==> src/rtl/bus_rr_arbiter.sv <==
// -----------------------------------------------------------------------------
// bus_rr_arbiter
//
// Purpose:
//   Serves `bits` independent buses, each shared by `drvrs` driver FIFOs.
//   Per bus, a three-state FSM (IDLE -> POP -> PUSH) picks one pending
//   driver, pops its head packet and pushes it to the addressed driver.
//   On broadcast it pushes to every driver except the source. Packets with
//   an illegal destination (out of range, or addressed to the source) are
//   dropped and counted in a saturating per-bus counter.
//   The arbitration mode is round-robin (ARB_MODE=0) or fixed priority
//   with the lowest index winning (ARB_MODE=1).
//
// Ports:
//   clk       in   system clock, all logic on posedge
//   reset     in   synchronous, active-high
//   pndng     in   [bits][drvrs]          driver has a packet available
//   D_pop     in   [bits][drvrs][pckg_sz] head packet of each driver
//   pop       out  [bits][drvrs]          one-cycle pop strobe to the granted driver
//   push      out  [bits][drvrs]          one-cycle push strobe to destination(s)
//   D_push    out  [bits][drvrs][pckg_sz] packet presented to each destination
//   busy      out  [bits]                 bus FSM not in IDLE
//   drop      out  [bits]                 one-cycle pulse when a packet is discarded
//   drop_cnt  out  [bits][CNT_W]          saturating count of discarded packets
// -----------------------------------------------------------------------------
module bus_rr_arbiter #(
    parameter int         bits      = 1,
    parameter int         drvrs     = 4,
    parameter int         pckg_sz   = 16,
    parameter logic [7:0] broadcast = 8'hFF,
    parameter int         ARB_MODE  = 0,
    parameter int         CNT_W     = 16
) (
    input  logic                                   clk,
    input  logic                                   reset,
    input  logic [bits-1:0][drvrs-1:0]             pndng,
    input  logic [bits-1:0][drvrs-1:0][pckg_sz-1:0] D_pop,
    output logic [bits-1:0][drvrs-1:0]             pop,
    output logic [bits-1:0][drvrs-1:0]             push,
    output logic [bits-1:0][drvrs-1:0][pckg_sz-1:0] D_push,
    output logic [bits-1:0]                        busy,
    output logic [bits-1:0]                        drop,
    output logic [bits-1:0][CNT_W-1:0]             drop_cnt
);

    localparam int         IDX_W   = (drvrs > 1) ? $clog2(drvrs) : 1;
    localparam logic [8:0] DRVRS_9 = 9'(drvrs);

    typedef enum logic [1:0] {
        S_IDLE = 2'd0,
        S_POP  = 2'd1,
        S_PUSH = 2'd2
    } state_t;

    for (genvar gi = 0; gi < bits; gi++) begin : g_bus
        state_t                          state_q, state_d;
        logic [IDX_W-1:0]                ptr_q, ptr_d;
        logic [IDX_W-1:0]                src_q, src_d;
        logic [pckg_sz-1:0]              pkt_q, pkt_d;
        logic [drvrs-1:0]                pop_q, pop_d;
        logic [drvrs-1:0]                push_q, push_d;
        logic [drvrs-1:0][pckg_sz-1:0]   dpush_q, dpush_d;
        logic                            busy_q, busy_d;
        logic                            drop_q, drop_d;
        logic [CNT_W-1:0]                cnt_q, cnt_d;

        logic [IDX_W-1:0]                win;
        logic                            found;
        logic [7:0]                      dst;
        logic                            is_bcast;
        logic                            is_ucast;

        // Winner search. In round-robin mode the scan starts at ptr and wraps;
        // in fixed mode it always starts at index 0.
        always_comb begin
            logic [IDX_W-1:0] cand;
            cand  = '0;
            win   = '0;
            found = 1'b0;
            for (int k = 0; k < drvrs; k++) begin
                if (ARB_MODE == 0) begin
                    cand = IDX_W'((int'(ptr_q) + k) % drvrs);
                end else begin
                    cand = IDX_W'(k);
                end
                if (!found && pndng[gi][cand]) begin
                    found = 1'b1;
                    win   = cand;
                end
            end
        end

        // Destination decode of the latched packet. Broadcast is checked
        // first so it wins even when the broadcast ID is a legal index.
        always_comb begin
            dst      = pkt_q[pckg_sz-1 -: 8];
            is_bcast = (dst == broadcast);
            is_ucast = !is_bcast && ({1'b0, dst} < DRVRS_9) && (dst != 8'(src_q));
        end

        always_comb begin
            state_d = state_q;
            ptr_d   = ptr_q;
            src_d   = src_q;
            pkt_d   = pkt_q;
            pop_d   = '0;
            push_d  = '0;
            dpush_d = dpush_q;
            drop_d  = 1'b0;
            cnt_d   = cnt_q;

            case (state_q)
                S_IDLE: begin
                    if (found) begin
                        // Packet and source are captured together with the
                        // grant so later pndng/D_pop changes cannot disturb
                        // the transfer in flight.
                        state_d    = S_POP;
                        src_d      = win;
                        pkt_d      = D_pop[gi][win];
                        pop_d[win] = 1'b1;
                    end
                end
                S_POP: begin
                    state_d = S_PUSH;
                    if (is_bcast) begin
                        for (int i = 0; i < drvrs; i++) begin
                            if (IDX_W'(i) != src_q) begin
                                push_d[i]  = 1'b1;
                                dpush_d[i] = pkt_q;
                            end
                        end
                    end else if (is_ucast) begin
                        for (int i = 0; i < drvrs; i++) begin
                            if (dst == 8'(i)) begin
                                push_d[i]  = 1'b1;
                                dpush_d[i] = pkt_q;
                            end
                        end
                    end else begin
                        drop_d = 1'b1;
                        if (cnt_q != {CNT_W{1'b1}}) begin
                            cnt_d = cnt_q + 1'b1;
                        end
                    end
                    if (ARB_MODE == 0) begin
                        ptr_d = (src_q == IDX_W'(drvrs - 1)) ? '0 : src_q + 1'b1;
                    end
                end
                S_PUSH: begin
                    state_d = S_IDLE;
                end
                default: begin
                    state_d = S_IDLE;
                end
            endcase

            busy_d = (state_d != S_IDLE);
        end

        always_ff @(posedge clk) begin
            if (reset) begin
                state_q <= S_IDLE;
                ptr_q   <= '0;
                src_q   <= '0;
                pkt_q   <= '0;
                pop_q   <= '0;
                push_q  <= '0;
                dpush_q <= '0;
                busy_q  <= 1'b0;
                drop_q  <= 1'b0;
                cnt_q   <= '0;
            end else begin
                state_q <= state_d;
                ptr_q   <= ptr_d;
                src_q   <= src_d;
                pkt_q   <= pkt_d;
                pop_q   <= pop_d;
                push_q  <= push_d;
                dpush_q <= dpush_d;
                busy_q  <= busy_d;
                drop_q  <= drop_d;
                cnt_q   <= cnt_d;
            end
        end

        assign pop[gi]      = pop_q;
        assign push[gi]     = push_q;
        assign D_push[gi]   = dpush_q;
        assign busy[gi]     = busy_q;
        assign drop[gi]     = drop_q;
        assign drop_cnt[gi] = cnt_q;
    end

endmodule
==> config.mk <==
export PLATFORM = sky130hd
export DESIGN_NAME = bus_rr_arbiter
export DESIGN_NICKNAME = d
export VERILOG_FILES = /design/src/rtl/bus_rr_arbiter.sv
export SDC_FILE = /design/constraint.sdc
export NUM_CORES = 1
export LEC_CHECK = 0
export BUFFER_PORTS_ARGS = -buffer_cell sky130_fd_sc_hd__buf_2
export CAP_MARGIN = 20
export CORE_ASPECT_RATIO = 0.7
export CORE_MARGIN = 3
export CORE_UTILIZATION = 52
export CTS_BUF_LIST = sky130_fd_sc_hd__clkbuf_8
export DETAILED_ROUTE_END_ITERATION = 6
export PLACE_DENSITY_LB_ADDON = 0.15
export SKIP_CTS_REPAIR_TIMING = 1
export SLEW_MARGIN = 10
export SYNTH_ARGS = -nofsm -noshare
export SYNTH_HDL_FRONTEND = slang
export SYNTH_SLANG_ARGS = --single-unit
==> constraint.sdc <==
create_clock -name clk -period 2.4 [get_ports clk]
set_input_delay 0.12 -clock clk [delete_from_list [all_inputs] [get_ports clk]]
set_output_delay 0.12 -clock clk [all_outputs]
set_load 0.02 [all_outputs]
== Yosys cells after proc, flatten, opt, wreduce, memory -nomap -nowiden ==
Cells that the tools add are included.
Operators by class
  add/subtract/negate cells: 5
  $lt $le $gt $ge: 7
  eq/ne operators: 15
  muxes and demuxes: 44
  bitwise operators: 5
  reduce and logical (&&, ||, !) cells: 28
Operator list (number)
  16-bit two-way mux: 9
  64-bit two-way mux: 2
  16-bit binary-select mux with 2-bit select: 1
  4-bit AND reduction: 5
  1-bit two-way mux: 18
  16-bit by 1-bit adder with 16-bit output (second input constant): 1
  8-bit by 2-bit == test with 1-bit output (second input constant): 2
  16-bit != test (second input constant): 1
  2-bit by 3-bit less-than comparator with 1-bit output (second input constant): 5
  2-bit nonzero test: 7
  2-bit two-way mux: 6
  1-bit binary-select mux with 2-bit select: 4
  8-bit by 1-bit == test with 1-bit output (second input constant): 1
  8-bit == test (second input constant): 1
  8-bit logical NOT: 1
  8-bit by 3-bit less-than comparator with 1-bit output (second input constant): 1
  4-bit two-way mux: 2
  2-bit by 1-bit != test with 1-bit output (second input constant): 4
  8-bit by 2-bit != test with 1-bit output: 1
  1-bit logical AND: 6
  3-bit OR reduction: 2
  1-bit NOT: 5
  2-bit by 1-bit adder with 2-bit output (second input constant): 2
  2-bit adder (second input constant): 2
  11 further kinds: 15
Storage, ports and cells
  flip-flop bits (word level): 112
  bits of input ports: 70
  output and inout bits: 90
  logic and storage cells: 117

== Depth between registers and ports, before layout ==
Gate-level depths: netlist of run 1.
  depth in word-level cells: 16
  depth in mapped cells: 9
  gate-level depth less buffers: 6

== Worst setup path after synthesis of run 1 ==
OpenSTA, ideal clock, no wires.
  path kind: reg-to-reg
  start: register g_bus[0].cnt_q[0], in the netlist drop_cnt[0]
  end: register g_bus[0].cnt_q[14], in the netlist drop_cnt[14]
  setup time: 70 ps
  data arrival time: 1924 ps
  data required time: 2330 ps
  path slack: 405 ps
  stages on the path, launching flop included: 7
  path buffers: 1
  period minus slack after synthesis: 1995 ps
  path through: dfxtp_1 ha_1 nand2_1 or4_1 clkbuf_1 or4_1 a21oi_1
Between the ends
  longest elaborated chain between the ends: 2
  elaborated cells between the ends (all ways): 3
Ends and longest elaborated chain
  start: declaration: line 65  | logic [CNT_W-1:0] cnt_q, cnt_d;
  start signal: assignment: line 183  | cnt_q <= cnt_d;
  branches (longest 2 deep; another with 16-bit by 1-bit adder with 16-bit output)
Parallel ways; which one is timed is not known.
A chain may end at the register's enable or synchronous reset.

== Worst setup path in the final report of run 1 ==
  start: register g_bus[0].pkt_q[10]
  end: register g_bus[0].dpush_q (netlist bit D_push[29])
Between the ends
  longest elaborated chain between the ends: 6
  elaborated cells between the ends (all ways): 12
Ends and longest elaborated chain
  start: declaration: line 59  | logic [pckg_sz-1:0] pkt_q, pkt_d;
  start signal: assignment: line 177  | pkt_q <= pkt_d;
  branches (longest 6 deep; another with 8-bit by 3-bit less-than comparator with 1-bit output)
  end signal: assignment: line 180  | dpush_q <= dpush_d;
  end: declaration: line 62  | logic [drvrs-1:0][pckg_sz-1:0] dpush_q, dpush_d;
Parallel ways; which one is timed is not known.

==> out/summary.md, run 1 <==
- setup violation total in the final timing report: 0
- number of cells in the finished layout apart from fillers: 825
- worst voltage drop across the vdd grid: 0.377 mV
- Via density: 5.71
- average wire per cell in the routed design: 15.9 um
- area growth from synthesis to layout: 22.4%
- time the final worst path needs with I/O delays and setup: 2190 ps
- sum of internal, switching and leakage power: 3740 uW
- Post-Synthesis Cell Area: 0.00483 mm2
- number of pins with negative max-slew slack in the final report: 0
- core utilization of the finished layout: 67.8%
- estimated wirelength of the detail-placed design: 9580 um
- number of vias after detailed routing: 4711
- Sink Count: 112
- RSZ-0062 raised after global routing: true
- die footprint: 0.0105 mm2
- classification of the worst-slack hold path: input port to flip-flop
- first-pass GRT wire length: 21300 um
- post-route clock period utilization: 91.1%
- DRC viols: 0
- number of core rows: 28
- global placer's final weighted congestion: 0.809
- instance count after placement with tap cells included: 809
- H-tree levels: 3
- count of antenna-violating nets left after detailed routing: 0
- final net count: 776
- die boundary height: 86.6 um
- arrival time of the worst setup path: 2410 ps
- IO Port Bufs: 159
- detailed router's first-iteration violation count: 459
- number of CTS-inserted buffers: 9
- Unique masters post-synth: 46
- Post-Syn Area per Cell: 8.63 um2
- antenna violations before repair: 0
- global-route total usage across every layer: 24.7%
- Worst Skew: 14.6 ps
- actual slew at the worst max-slew pin: 884 ps
- Crit path required time: 2630 ps
- First-pass DRT Iterations: 5
- largest net degree at the start of global routing: 94
- worst skew pair latency: 370 ps
- Synth Net Count: 635
- sequential-to-total area share from yosys stat: 46.4%
- cell with the largest stage delay on the worst path: o32a_1
- number of enable flip-flop cells after synthesis: 0
- status: complete, no violations
- Slew HR: 41.1%
- highest achievable clock rate: 0.458 GHz
- Cell Chain, Critical Path: nor4_1, nand2_1, o32a_1, nor2_1, o21ai_0
- Lkg Pwr: 0.00248 uW
- via count of the first global-routing pass: 4318
- most frequent cells in the layout: buf_2 (159), dfxtp_1 (112), o21ai_0 (75)
- I/O pins: 160
- Hold Fails Final Rpt: 0
- number of register bits inferred by synthesis: 112
- fraction of synthesis flops using an asynchronous set or reset pin: 0%
- clock root buffer master: clkbuf_8
- proportion of layout cells with a drive suffix above 1: 27.4%
- Setup crit start kind: flip-flop
- initial standard-cell utilization of the core: 55.4%
- cell family contributing the most delay on the critical path: simple AND/OR/NAND/NOR gates
- critical path's largest stage delay: 540 ps
- most common library cell in the layout ignoring fill and taps: buf_2
- clock tree buffer depth: 2
- power density over the cells: 632 mW/mm2
- highest fanout seen on the critical path: 10
- number of buffer and inverter stages on the critical path: 0
- TritonCTS clock tree: yes
- clock input transition at the sequential cells of the worst setup and hold paths: 100 ps
- grt total ovfl: 0
- Cells after Synth: 560
- path type of the worst setup path: flip-flop to flip-flop
- Die X-Extent: 121 um
- final wirelength: 13100 um
- Diodes inserted: 0
- max-capacitance violation count: 0
- ys flop type: dfxtp_1
- core footprint: 0.00872 mm2
- Setup TNS Final: 0 ps
- yosys warns: 0
- Setup crit end kind: flip-flop
[synthesized netlist by cell type, drive strengths merged (3+ instances only)]
| library cell | count | area share, % |
|---|---|---|
| o211ai | 12 | 1.9 |
| nand3b | 3 | 0.47 |
| nand3 | 42 | 4.4 |
| dfxtp | 112 | 46 |
| ha | 5 | 1.3 |
| a21oi | 68 | 7.0 |
| nand2b | 21 | 2.7 |
| nor2 | 24 | 1.9 |
| o221ai | 4 | 0.73 |
| o21ai | 77 | 8.0 |
| mux2i | 21 | 4.4 |
| nand4 | 5 | 0.65 |
| nor2b | 6 | 0.78 |
| inv | 8 | 0.62 |
| nor4 | 4 | 0.52 |
| nand2 | 27 | 2.1 |
| or4 | 13 | 2.0 |
| or3 | 3 | 0.39 |
| o31ai | 11 | 1.7 |
| and3 | 13 | 1.7 |
| a21boi | 12 | 1.9 |
| buf | 9 | 0.96 |
| clkbuf | 34 | 2.6 |
[power by group]
| group | internal, uW | switching [uW] |
|---|---|---|
| Clock | 515 | 627 |
| Sequential | 1930 | 91.6 |
| Combinational | 216 | 363 |
[cell type report]
cell class              instances  area, um2
fillers                       758       2810
multi-input cells             397       2380
flip-flops and latches        112       2240
repair buffers                173        903
well taps                     120        150
clock buffers                  10        138
clock inverters                 5       65.1
inverters                       8       30.0
[worst register-to-register path, stage by stage (launching register included)]
cell and delay [ps]:
dfxtp_1 340, nor4_1 390, nand2_1 240, o32a_1 540
nor2_1 390, o21ai_0 160
[cells by family (layout without fill, tap and decap cells)]
kind of cell               after synthesis  count (layout)  synth area share, %
buffers and inverters                   51             196                 4.22
muxes                                   23              23                 4.82
xor gates and xnor gates                 2               2                0.363
DFF                                    112             112                 46.4
adders and majority gates                5               5                 1.30
and+or+nand+nor                        169             169                 18.7
AOI/OAI and AO/OA                      198             198                 24.2
[flip-flops by register name, summed over array words and instances (netlist names)]
signal,count
D_push,64
drop_cnt,16
g_bus.pkt_q,16
pop,4
push,4
g_bus.ptr_q,2
g_bus.src_q,2
g_bus.state_q,2
busy,1
drop,1
[per-layer routing]
metal	GRT usage, %	part of all wire (%)	vias to the layer above
met3	4.04	7.4	14
met1	35.4	46	2179
met5	0	0	-
li1	-	-	2314
met4	5.70	1.0	0
met2	39.4	45	204
[per-stage QoR]
stage / setup slack, ps / area, um2 / hold slack [ps]
floorplan: 405 / 4830 / 204
global placement: 364 / 5700 / 360
detailed placement: 260 / 5700 / 359
CTS: 246 / 5900 / -23.4
global route: -13.6 / 5910 / 57.7
finish: 214 / 5910 / 57.9
[final timing paths]
path | from | end | slack [ps] | cells past startpoint
hold / removal | D_pop[13] | g_bus[0].pkt_q[13] | 60 | 3
hold reg to reg | D_push[47] | D_push[47] | 480 | 2
setup / recovery | g_bus[0].pkt_q[10] | D_push[29] | 210 | 5
setup reg to reg | g_bus[0].pkt_q[10] | D_push[29] | 210 | 5
Power figures use the tool's default switching activity.
==> run 2: changes to the inputs <==
Settings changed: ABC_AREA set to 1, CORE_UTILIZATION 52 to 53.
==> out/summary.md, run 2 <==
- status: complete, no violations
- final net count: 998
- antenna violations before repair: 0
- clock tree buffer depth: 2
- DRC viols: 0
- setup violation total in the final timing report: 0
- cell with the largest stage delay on the worst path: dfxtp_1
- highest achievable clock rate: 0.461 GHz
- worst setup slack after layout: 233 ps
- largest area contributor in the netlist: dfxtp_1
- cell types with the highest counts after synthesis: nand2_1 (229), dfxtp_1 (112), inv_1 (102)
- cell types with the largest area share after synthesis: dfxtp_1 (42%), nand2_1 (16%), a21oi_1 (8.0%)
- Via density: 5.13
- Crit path required time: 2730 ps
- global-route total usage across every layer: 24.2%
- worst voltage drop across the vdd grid: 0.429 mV
- pre-CTS setup slack: 183 ps
- number of core rows: 29
- most crowded layer after global routing: met2
- first-pass GRT wire length: 22700 um
- fraction of synthesis flops using an asynchronous set or reset pin: 0%
- dominant cell type by count on the critical path: nand3_1
- number of register bits inferred by synthesis: 112
- yosys warns: 0
- die boundary height: 89.8 um
- global placer's final weighted congestion: 0.954
- count of antenna-violating nets left after detailed routing: 0
- max FFs per register: 64
- power density over the cells: 887 mW/mm2
- sum of internal, switching and leakage power: 5660 uW
- Worst Skew: 19.0 ps
- time the final worst path needs with I/O delays and setup: 2170 ps
- I/O pins: 160
- detailed router's first-iteration violation count: 374
- arrival time of the worst setup path: 2500 ps
- Setup crit end kind: flip-flop
- instance count after placement with tap cells included: 1032
- most used standard cell by instance count after synthesis: nand2_1
- Lkg Pwr: 0.00321 uW
- number of pins with negative max-slew slack in the final report: 0
- largest net degree at the start of global routing: 36
- IO Port Bufs: 159
- post-route clock period utilization: 90.3%
- GRT met3 Usage: 6.64%
- met2 usage: 37.7%
- path type of the worst setup path: flip-flop to flip-flop
- H-tree levels: 3
- post-synth top area share: 42.2%
- proportion of layout cells with a drive suffix above 1: 23.7%
- sequential-to-total area share from yosys stat: 42.2%
- Die X-Extent: 126 um
- core footprint: 0.00940 mm2
- number of buffer and inverter stages on the critical path: 2
- Hold Fails Final Rpt: 0
- Cells after Synth: 774
- RSZ-0062 raised after global routing: false
- highest fanout seen on the critical path: 9
- cell family contributing the most delay on the critical path: simple AND/OR/NAND/NOR gates
- clock root buffer master: clkbuf_8
- actual slew at the worst max-slew pin: 931 ps
- worst skew pair latency: 390 ps
- Cell Chain, Critical Path: ha_1, nand3_1, nor2_1, a31oi_1, nand3_2, clkinvlp_4, buf_4, nand3_1, nand2_1, a21oi_1
- area growth from synthesis to layout: 20.2%
- number of enable flip-flop cells after synthesis: 0
- number of filler instances in the final layout: 856
- via count of the first global-routing pass: 4806
- Slew HR: 37.9%
- Post-Syn Area per Cell: 6.87 um2
- Setup TNS Final: 0 ps
- Unique masters post-synth: 33
- most frequent cells in the layout: nand2_1 (229), buf_2 (159), dfxtp_1 (111)
- initial standard-cell utilization of the core: 56.5%
- most common library cell in the layout ignoring fill and taps: nand2_1
- classification of the worst-slack hold path: input port to flip-flop
- critical path's largest stage delay: 470 ps
- max-capacitance violation count: 0
- grt total ovfl: 0
- Sink Count: 112
- global routing usage on met1: 34.1%
- clock input transition at the sequential cells of the worst setup and hold paths: 120 ps
- final wirelength: 14100 um
- number of cells in the finished layout apart from fillers: 1052
- number of vias after detailed routing: 5397
- First-pass DRT Iterations: 5
- TritonCTS clock tree: yes
- Diodes inserted: 0
- ys flop type: dfxtp_1
- die footprint: 0.0113 mm2
- estimated wirelength of the detail-placed design: 10700 um
- Synth Net Count: 849
- Post-Synthesis Cell Area: 0.00531 mm2
- average wire per cell in the routed design: 13.4 um
- number of CTS-inserted buffers: 9
- Setup crit start kind: flip-flop
run 2: cell count changes after synthesis, moves of 12 or more:
cell,before,now
a21oi_1,68,85
nand3_1,42,75
a21boi_0,12,0
or4_1,13,0
nor2_1,24,43
clkbuf_1,34,10
o211ai_1,12,0
and3_1,13,0
o21ai_0,76,16
nand2b_1,21,0
mux2i_1,21,0
nand2_1,27,229
inv_1,8,102
run 2: tightest hold or removal path, delay by kind of cell:
| family | cells | cell delay [ps] |
|---|---|---|
| buf+inv | 2 | 120 |
| simple gates | 5 | 230 |
run 2: worst paths after layout:
path,cells past startpoint,from,slack (ps),end
setup / recovery,10,drop_cnt[0],230,drop_cnt[3]
hold / removal,7,D_pop[42],120,g_bus[0].pkt_q[10]
setup reg to reg,10,drop_cnt[0],230,drop_cnt[3]
hold reg to reg,2,D_push[10],450,D_push[10]
run 2: layout make-up:
cell class | count | area (um2) | area share, %
Clock buffer | 9 | 124 | 1.94
Tap cell | 124 | 155 | 2.43
Multi-Input combinational cell | 518 | 2460 | 38.5
Clock inverter | 7 | 81.3 | 1.27
Sequential cell | 112 | 2240 | 35.1
Timing Repair Buffer | 172 | 906 | 14.2
Inverter | 110 | 417 | 6.52
run 2: logic make-up after synthesis:
family | share of synthesized area, %
adders and majority gates | 1.18
DFF | 42.2
and+or+nand+nor | 31.7
buffers and inverters | 11.6
AOI/OAI and AO/OA | 12.0
xor gates and xnor gates | 1.32
run 2: per-layer routing:
layer  vias to the layer above  wire length, um
met4                         0              142
met3                        17             1170
li1                       2728                -
met2                       221             6260
met1                      2431             6490
met5                         -                0
run 2: through the flow:
step / hold WS [ps] / cell area [um2] / utilization, %
final: 118 / 6390 / 68.0
after CTS: 104 / 6340 / 67.5
after global routing: 136 / 6390 / 68.0
after detailed placement: 434 / 6140 / 65.3
after floorplan: 204 / 5310 / -
after global placement: 429 / 6140 / 65.3
run 2: power breakdown:
part	switching (uW)	leakage [uW]	internal (uW)
Clock	702	0.000104	419
Combinational	1500	0.00220	737
Sequential	244	0.000909	2070
